File: config.mk
export PLATFORM = sky130hd
export DESIGN_NAME = vram_arbiter
export DESIGN_NICKNAME = d
export VERILOG_FILES = /design/src/rtl/vram_pkg.sv /design/src/rtl/vram_rd_tag.sv /design/src/rtl/vram_arbiter.sv
export SDC_FILE = /design/constraint.sdc
export NUM_CORES = 1
export LEC_CHECK = 0
export BUFFER_PORTS_ARGS = -buffer_cell sky130_fd_sc_hd__buf_2
export CORE_ASPECT_RATIO = 0.9
export CORE_MARGIN = 2
export CORE_UTILIZATION = 39
export DETAILED_ROUTE_END_ITERATION = 12
export GPL_TIMING_DRIVEN = 0
export PLACE_DENSITY = 0.76
export RECOVER_POWER = 100
export SETUP_SLACK_MARGIN = 0.2
export SKIP_LAST_GASP = 1
export SYNTH_ARGS = -nofsm -noshare
export SYNTH_HDL_FRONTEND = slang
export SYNTH_SLANG_ARGS = --single-unit
File: constraint.sdc
create_clock -name clock -period 1.4 [get_ports clock]
set_clock_uncertainty 0.05 [all_clocks]
set_input_delay 0.28 -clock clock [delete_from_list [all_inputs] [get_ports clock]]
set_output_delay 0.28 -clock clock [all_outputs]
set_load 0.01 [all_outputs]
File: src/rtl/vram_pkg.sv
`default_nettype none
// ============================================================================
// Module      : vram_pkg
// Description : Shared types and constants for the video-RAM arbiter.
// Revision    : 1.0 - initial release
// ============================================================================
package vram_pkg;

    localparam int VRAM_AW = 14;
    localparam int VRAM_DW = 8;
    localparam int RETRY_W = 4;

    // Value of mem_a[14] for each screen bank
    localparam logic c_BANK_MAIN   = 1'b0;
    localparam logic c_BANK_SHADOW = 1'b1;

    typedef enum logic [1:0] {
        IDLE    = 2'd0,
        ACC     = 2'd1,
        WAIT_RD = 2'd2,
        DONE    = 2'd3
    } state_t;

endpackage
`default_nettype wire

File: src/rtl/vram_rd_tag.sv
`default_nettype none
// ============================================================================
// Module      : vram_rd_tag
// Description : MEM_LAT-deep tag line marking each read slot as video or CPU;
//               the last tap strobes capture of mem_q for the tagged requester.
// Revision    : 1.0 - initial release
// ============================================================================
module vram_rd_tag #(
    parameter int MEM_LAT = 1
) (
    input  logic clock,
    input  logic reset,
    input  logic i_vidIssue,
    input  logic i_cpuRdIssue,
    output logic o_vidCap,
    output logic o_cpuCap
);

    // Tap 0 is the slot being addressed now; tap k is the slot addressed k clocks ago
    logic [1:0] w_tap [MEM_LAT];

    assign w_tap[0] = {i_vidIssue, i_cpuRdIssue};

    for (genvar i = 1; i < MEM_LAT; i++) begin : g_stage
        logic [1:0] r_stage;
        always_ff @(posedge clock) begin
            if (reset) begin
                r_stage <= 2'b00;
            end else begin
                r_stage <= w_tap[i-1];
            end
        end
        assign w_tap[i] = r_stage;
    end

    assign o_vidCap = w_tap[MEM_LAT-1][1];
    assign o_cpuCap = w_tap[MEM_LAT-1][0];

endmodule
`default_nettype wire

File: src/rtl/vram_arbiter.sv
`default_nettype none
// ============================================================================
// Module      : vram_arbiter
// Description : Shares the video SRAM port between display fetch (absolute
//               priority) and the Z80 bus. Define VRAM_SHADOW_SCREEN_EN to
//               enable the second (shadow) screen bank.
// Revision    : 1.0 - initial release
// ============================================================================
module vram_arbiter
    import vram_pkg::*;
#(
    parameter int MEM_LAT = 1
) (
    input  logic               clock,
    input  logic               reset,
    input  logic               vid_rd,
    input  logic               vid_cn,
    input  logic [12:0]        vid_a,
    output logic [VRAM_DW-1:0] vid_q,
    output logic               vid_qv,
    input  logic               cpu_req,
    input  logic               cpu_wr,
    input  logic [VRAM_AW-1:0] cpu_a,
    input  logic               cpu_bank,
    input  logic [VRAM_DW-1:0] cpu_d,
    output logic [VRAM_DW-1:0] cpu_q,
    output logic               cpu_ack,
    output logic               cpu_wait,
    input  logic               screen_sel,
    output logic [VRAM_AW:0]   mem_a,
    output logic               mem_we,
    output logic [VRAM_DW-1:0] mem_d,
    input  logic [VRAM_DW-1:0] mem_q
);

    state_t             r_state;
    state_t             w_next;
    logic               r_cpuAck;
    logic               r_vidQv;
    logic [VRAM_DW-1:0] r_vidQ;
    logic [VRAM_DW-1:0] r_cpuQ;
    logic [VRAM_AW:0]   r_memA;
    logic [VRAM_AW:0]   w_memA;
    logic [RETRY_W-1:0] r_retryCnt;
    logic               w_vbank;
    logic               w_cpuBank;
    logic               w_inAcc;
    logic               w_cpuIssue;
    logic               w_vidCap;
    logic               w_cpuCap;

`ifdef VRAM_SHADOW_SCREEN_EN
    assign w_vbank   = screen_sel ? c_BANK_SHADOW : c_BANK_MAIN;
    assign w_cpuBank = cpu_bank   ? c_BANK_SHADOW : c_BANK_MAIN;
`else
    logic w_unusedBank;
    assign w_unusedBank = screen_sel ^ cpu_bank;
    assign w_vbank      = c_BANK_MAIN;
    assign w_cpuBank    = c_BANK_MAIN;
`endif

    assign w_inAcc    = (r_state == ACC);
    assign w_cpuIssue = w_inAcc & ~vid_rd;

    vram_rd_tag #(
        .MEM_LAT (MEM_LAT)
    ) u_rd_tag (
        .clock        (clock),
        .reset        (reset),
        .i_vidIssue   (vid_rd),
        .i_cpuRdIssue (w_cpuIssue & ~cpu_wr),
        .o_vidCap     (w_vidCap),
        .o_cpuCap     (w_cpuCap)
    );

    // Video wins the port in any clock it strobes; an idle bus keeps the last address
    always_comb begin
        w_memA = r_memA;
        if (vid_rd) begin
            w_memA = {w_vbank, 1'b0, vid_a};
        end else if (w_inAcc) begin
            w_memA = {w_cpuBank, cpu_a};
        end
    end

    always_comb begin
        w_next = r_state;
        case (r_state)
            IDLE: begin
                if (cpu_req && !vid_cn && !vid_rd && !r_cpuAck) begin
                    w_next = ACC;
                end
            end
            ACC: begin
                if (!vid_rd) begin
                    w_next = (cpu_wr || MEM_LAT == 1) ? DONE : WAIT_RD;
                end
            end
            WAIT_RD: begin
                if (w_cpuCap) begin
                    w_next = DONE;
                end
            end
            DONE:    w_next = IDLE;
            default: w_next = IDLE;
        endcase
    end

    always_ff @(posedge clock) begin
        if (reset) begin
            r_state    <= IDLE;
            r_cpuAck   <= 1'b0;
            r_vidQv    <= 1'b0;
            r_vidQ     <= '0;
            r_cpuQ     <= '0;
            r_memA     <= '0;
            r_retryCnt <= '0;
        end else begin
            r_state  <= w_next;
            r_cpuAck <= (w_next == DONE);
            r_vidQv  <= w_vidCap;
            r_memA   <= w_memA;
            if (w_vidCap) begin
                r_vidQ <= mem_q;
            end
            if (w_cpuCap) begin
                r_cpuQ <= mem_q;
            end
            if (w_inAcc && vid_rd && r_retryCnt != '1) begin
                r_retryCnt <= r_retryCnt + 1'b1;
            end
        end
    end

    // Reset gates the strobe combinationally so an in-flight write is dropped
    assign mem_we   = w_cpuIssue & cpu_wr & ~reset;
    assign mem_a    = w_memA;
    assign mem_d    = cpu_d;
    assign vid_q    = r_vidQ;
    assign vid_qv   = r_vidQv;
    assign cpu_q    = r_cpuQ;
    assign cpu_ack  = r_cpuAck;
    assign cpu_wait = cpu_req & ~r_cpuAck;

endmodule
`default_nettype wire

Word level (Yosys, flattened, before mapping) --
Cells that the tools add are included.
Word-level totals: register bits after elaboration 35, input bits 51, output and inout bits 43, word-level logic and storage cells 32
Cells by class: eq/ne operators 4, mux-type cells 6, bitwise logic cells 9, reduce and logical (&&, ||, !) cells 7
Operators with widths (number):
- $mux W15 | 2
- $pmux W2 S4 | 1
- $eq A2 B2 Y1 const B | 3
- $mux W2 | 3
- $and A1 B1 Y1 | 5
- $not A1 Y1 | 4
- $logic_and A1 B1 Y1 | 3
- $logic_not A1 Y1 | 3
- $eq A2 B1 Y1 const B | 1
- $logic_not A2 Y1 | 1

Logic depth before layout (Yosys ltp) --
depth after elaboration 7, depth in mapped cells 5, depth with buffers taken out 3

Hierarchy --
From an unflattened synthesis, not the netlist that was laid out.
Second synthesis, totals: cells, all modules 177, area total of the unflattened synthesis 1711.6 um^2
Modules (own cells, without submodules):
- vram_arbiter | times used 1, cells an instance 175, area each 1696.6 um^2, sequential area each 700.7 um^2
- vram_rd_tag | times used 1, cells an instance 2, area each 15.0 um^2, sequential area each 0.0 um^2

Worst setup path after synthesis --
Ideal clock, no wire load.
path type register -> output, start register r_state[1], end output mem_a[10], data arrival time 1.141 ns, required time 1.070 ns, setup slack -0.071 ns, stages on the path, launching flop included 6, buffers on the path 2, cell sequence dfxtp_1 > nand2b_1 > buf_2 > buf_6 > a211oi_1 > nor2_1
Between the ends: longest elaborated chain between the ends 3
Ends and longest elaborated chain:
- start, declared | line vram_arbiter.sv:36 | state_t r_state;
- start signal, assigned | line vram_arbiter.sv:119 | r_state <= w_next;
- $eq A2 B1 Y1 | line vram_arbiter.sv:62 | assign w_inAcc = (r_state == ACC);
- $mux W15 | line vram_arbiter.sv:81 | end else if (w_inAcc) begin
- $mux W15 | line vram_arbiter.sv:79 | if (vid_rd) begin
- end, declared | line vram_arbiter.sv:30 | output logic [VRAM_AW:0] mem_a,
Every way passes these cells.

Final worst setup path --
start register r_state[1], end output mem_a[12]
The elaborated chain is that of the path after synthesis.

==> impl_metrics.env <==
export IMPL_pwr_share_comb=0.245
export IMPL_fmax_mhz=551
export IMPL_seqCellArea_sq_um=709
export IMPL_fin_util=0.716
export IMPL_setup_violations=27
export IMPL_grt_pass1_vias=1606
export IMPL_cp_end_kind="output pin"
export IMPL_r2r_start="r_state[1]"
export IMPL_worstPathArrival_ns=1.48
export IMPL_dieWidth_um=71.3
export IMPL_gp_congestion=0.761
export IMPL_synthFlopType="dfxtp_1"
export IMPL_seq_power_share=0.460
export IMPL_critPathLaunchType="flop"
export IMPL_synthCells=181
export IMPL_period_minus_slack_ns=1.81
export IMPL_slew_limit_headroom=0.685
export IMPL_htreeDepth=2
export IMPL_die_y_um=64.5
export IMPL_drive_gt1_frac=0.557
export IMPL_vias=1672
export IMPL_ys_top_cells_by_area="dfxtp_1 (44%), and3b_1 (7.2%), a211oi_1 (6.1%)"
export IMPL_ys_types=18
export IMPL_status="finished with violations"
export IMPL_fillers=308
export IMPL_synth_most_common_cell="dfxtp_1"
export IMPL_crit_type="flop to output pin"
export IMPL_cap_violations=0
export IMPL_synth_top_area_frac=0.441
export IMPL_cp_depth=6
export IMPL_cts_root_buf="clkbuf_8"
export IMPL_ir_worst_vdd_mv=0.471
export IMPL_num_io_pins=94
export IMPL_synth_seq_area_share=0.441
export IMPL_synth_edf_count=0
export IMPL_wl_mm=4.79
export IMPL_multi_input_area_sq_um=1020
export IMPL_dp_hpwl_mm=2.93
export IMPL_switching_power_mw=0.644
export IMPL_critPathBufInv=3
export IMPL_grt_pass1_wl_mm=7.29
export IMPL_worst_slack_ns=-0.414
export IMPL_cts_num_sinks=35
export IMPL_drtAntennaViolNets=0
export IMPL_fp_dieArea_sq_um=4600
export IMPL_syn_avg_cell_area_sq_um=8.77
export IMPL_leakage_nw=1.20
export IMPL_finalNetCount=348
export IMPL_cell_internal_pwr_mw=1.70
export IMPL_wire_per_inst_um=13.9
export IMPL_async_reset_ff_frac=0
export IMPL_path_clk_slew_ns=0.07
export IMPL_crit_start="r_state[1]"
export IMPL_initial_core_util=0.417
export IMPL_worst_path_largest_cell_delay_ns=0.35
export IMPL_syn_area_sq_um=1590
export IMPL_cp_required_ns=1.07
export IMPL_worstHoldStart="vid_rd"
export IMPL_period_share=1.30
export IMPL_crit_fanout=5
export IMPL_synth_top_area_cell="dfxtp_1"
export IMPL_violations="setup timing"
export IMPL_clkPwrFrac=0.295
export IMPL_drt_iter0_drc=38
export IMPL_grt_setup_unrepaired="true"
export IMPL_grt_max_degree=11
export IMPL_worstHoldPathCells=2
export IMPL_reg2reg_depth=9
export IMPL_grt_usage=0.203
export IMPL_routed_via_density=4.86
export IMPL_yosys_top_cells_count="dfxtp_1 (35), nor2_1 (25), nand2_1 (17), nor3_1 (17), nor2b_1 (15)"
export IMPL_portBuffers=81
export IMPL_clk_path_buf_depth=2
export IMPL_drtPass1Iterations=4
export IMPL_crit_chain="nand2b_4 -> buf_8 -> buf_16 -> a211oi_4 -> nor2_2 -> buf_2"
export IMPL_drc_errors=0
export IMPL_cp_slowest_cell="dfxtp_4"
export IMPL_fin_hold_ws_ns=0.148
export IMPL_cts_tree="yes"
export IMPL_cts_buffers=5
export IMPL_worst_pin_slew_ns=0.472
export IMPL_n_antenna_cell=0
export IMPL_cp_top_family="buffers and inverters"
export IMPL_insertion_delay_ns=0.28
export IMPL_report_final_slew_viol_count=0
export IMPL_hold_viol=0
export IMPL_overflow=0
export IMPL_syn2layout_area_growth_pct=71.7
export IMPL_synth_seq_cells=35
export IMPL_syn_nets=232
export IMPL_antenna_found_initial=0
export IMPL_yosysWarnings=0
export IMPL_power_per_cell_area_nw_per_um2=858
export IMPL_hold_path_class="input port to flop"
export IMPL_core_sq_um=3810
export IMPL_rows=21
export IMPL_netSwitchingFraction=0.275
-- kinds of logic after synthesis --
kind of cell | share of synthesized area
AND/OR/NAND/NOR | 0.319
buffers and inverters | 0.0883
AO/OA/AOI/OAI | 0.0946
multiplexers | 0.0567
flip-flops | 0.441
-- worst register-to-register path, cell delays in order (launching register included) --
cell	delay, ns
dfxtp_4	0.35
nand2b_4	0.14
buf_8	0.13
buf_12	0.14
mux2i_4	0.19
buf_6	0.12
buf_6	0.10
buf_6	0.10
buf_6	0.10
nor3_2	0.14
-- path summary, 6_finish.rpt --
path	end	slack [ns]
worst min-delay path	cpu_ack	0.15
worst min register to register	cpu_q[4]	0.42
worst max-delay path	mem_a[12]	-0.41
worst max register to register	r_memA[13]	-0.23
-- cell usage in the layout, fill, tap and decap left out, drive strengths merged --
cell	count
a211oi	13
a21oi	9
and2	1
and3b	13
buf	95
clkbuf	43
clkinv	1
dfxtp	35
mux2i	9
nand2	17
nand2b	2
nor2	25
nor2b	15
nor3	17
nor4b	1
o21a	1
or4b	1
-- sequential cells by signal, summed over array words and instances (netlist names) --
name     flops
cpu_ack      1
vid_qv       1
cpu_q        8
r_state      2
vid_q        8
r_memA      15
-- power by group through the flow --
stage	combinational [mW]	clock (mW)	sequential [mW]
finish	0.573	0.691	1.08
global route	0.617	0.755	1.08
CTS	0.544	0.703	1.07
detailed placement	0.430	0	1.10
global placement	0.428	0	1.10
floorplan	0.264	0	1.10
-- timing repair --
item	in CTS	in global routing
setup endpoints to repair	38	40
cloned	2	0
gates resized for setup	49	23
pin swaps	48	9
setup buffers	23	3
hold buffers	0	0
-- metal layers --
layer  vias to the layer above  share of wire  global-route usage
met1                       772           0.41               0.245
met2                        61           0.52               0.348
li1                        833              -                   -
met4                         0          0.014              0.0802
met5                         -              0                   0
met3                         6          0.062              0.0482
-- metrics by stage --
step	setup slack, ns	cell area [sq um]	total power, mW	instances	TNS [ns]
floorplan	0.0265	1720	1.37	181	0
global placement	-0.215	2180	1.52	308	-2.24
detailed placement	-0.216	2180	1.53	308	-2.26
CTS	-0.424	2660	2.32	341	-7.42
global route	-0.464	2730	2.45	344	-9.48
finish	-0.414	2730	2.34	344	-7.85
-- layout make-up --
type | instances | area share
Multi-Input combinational cell | 124 | 0.376
Clock inverter | 1 | 0.00184
Tap cell | 46 | 0.0211
Timing Repair Buffer | 109 | 0.245
Clock buffer | 7 | 0.0280
Buffer | 22 | 0.0684
Sequential cell | 35 | 0.260
Power figures use the tool's default switching activity.
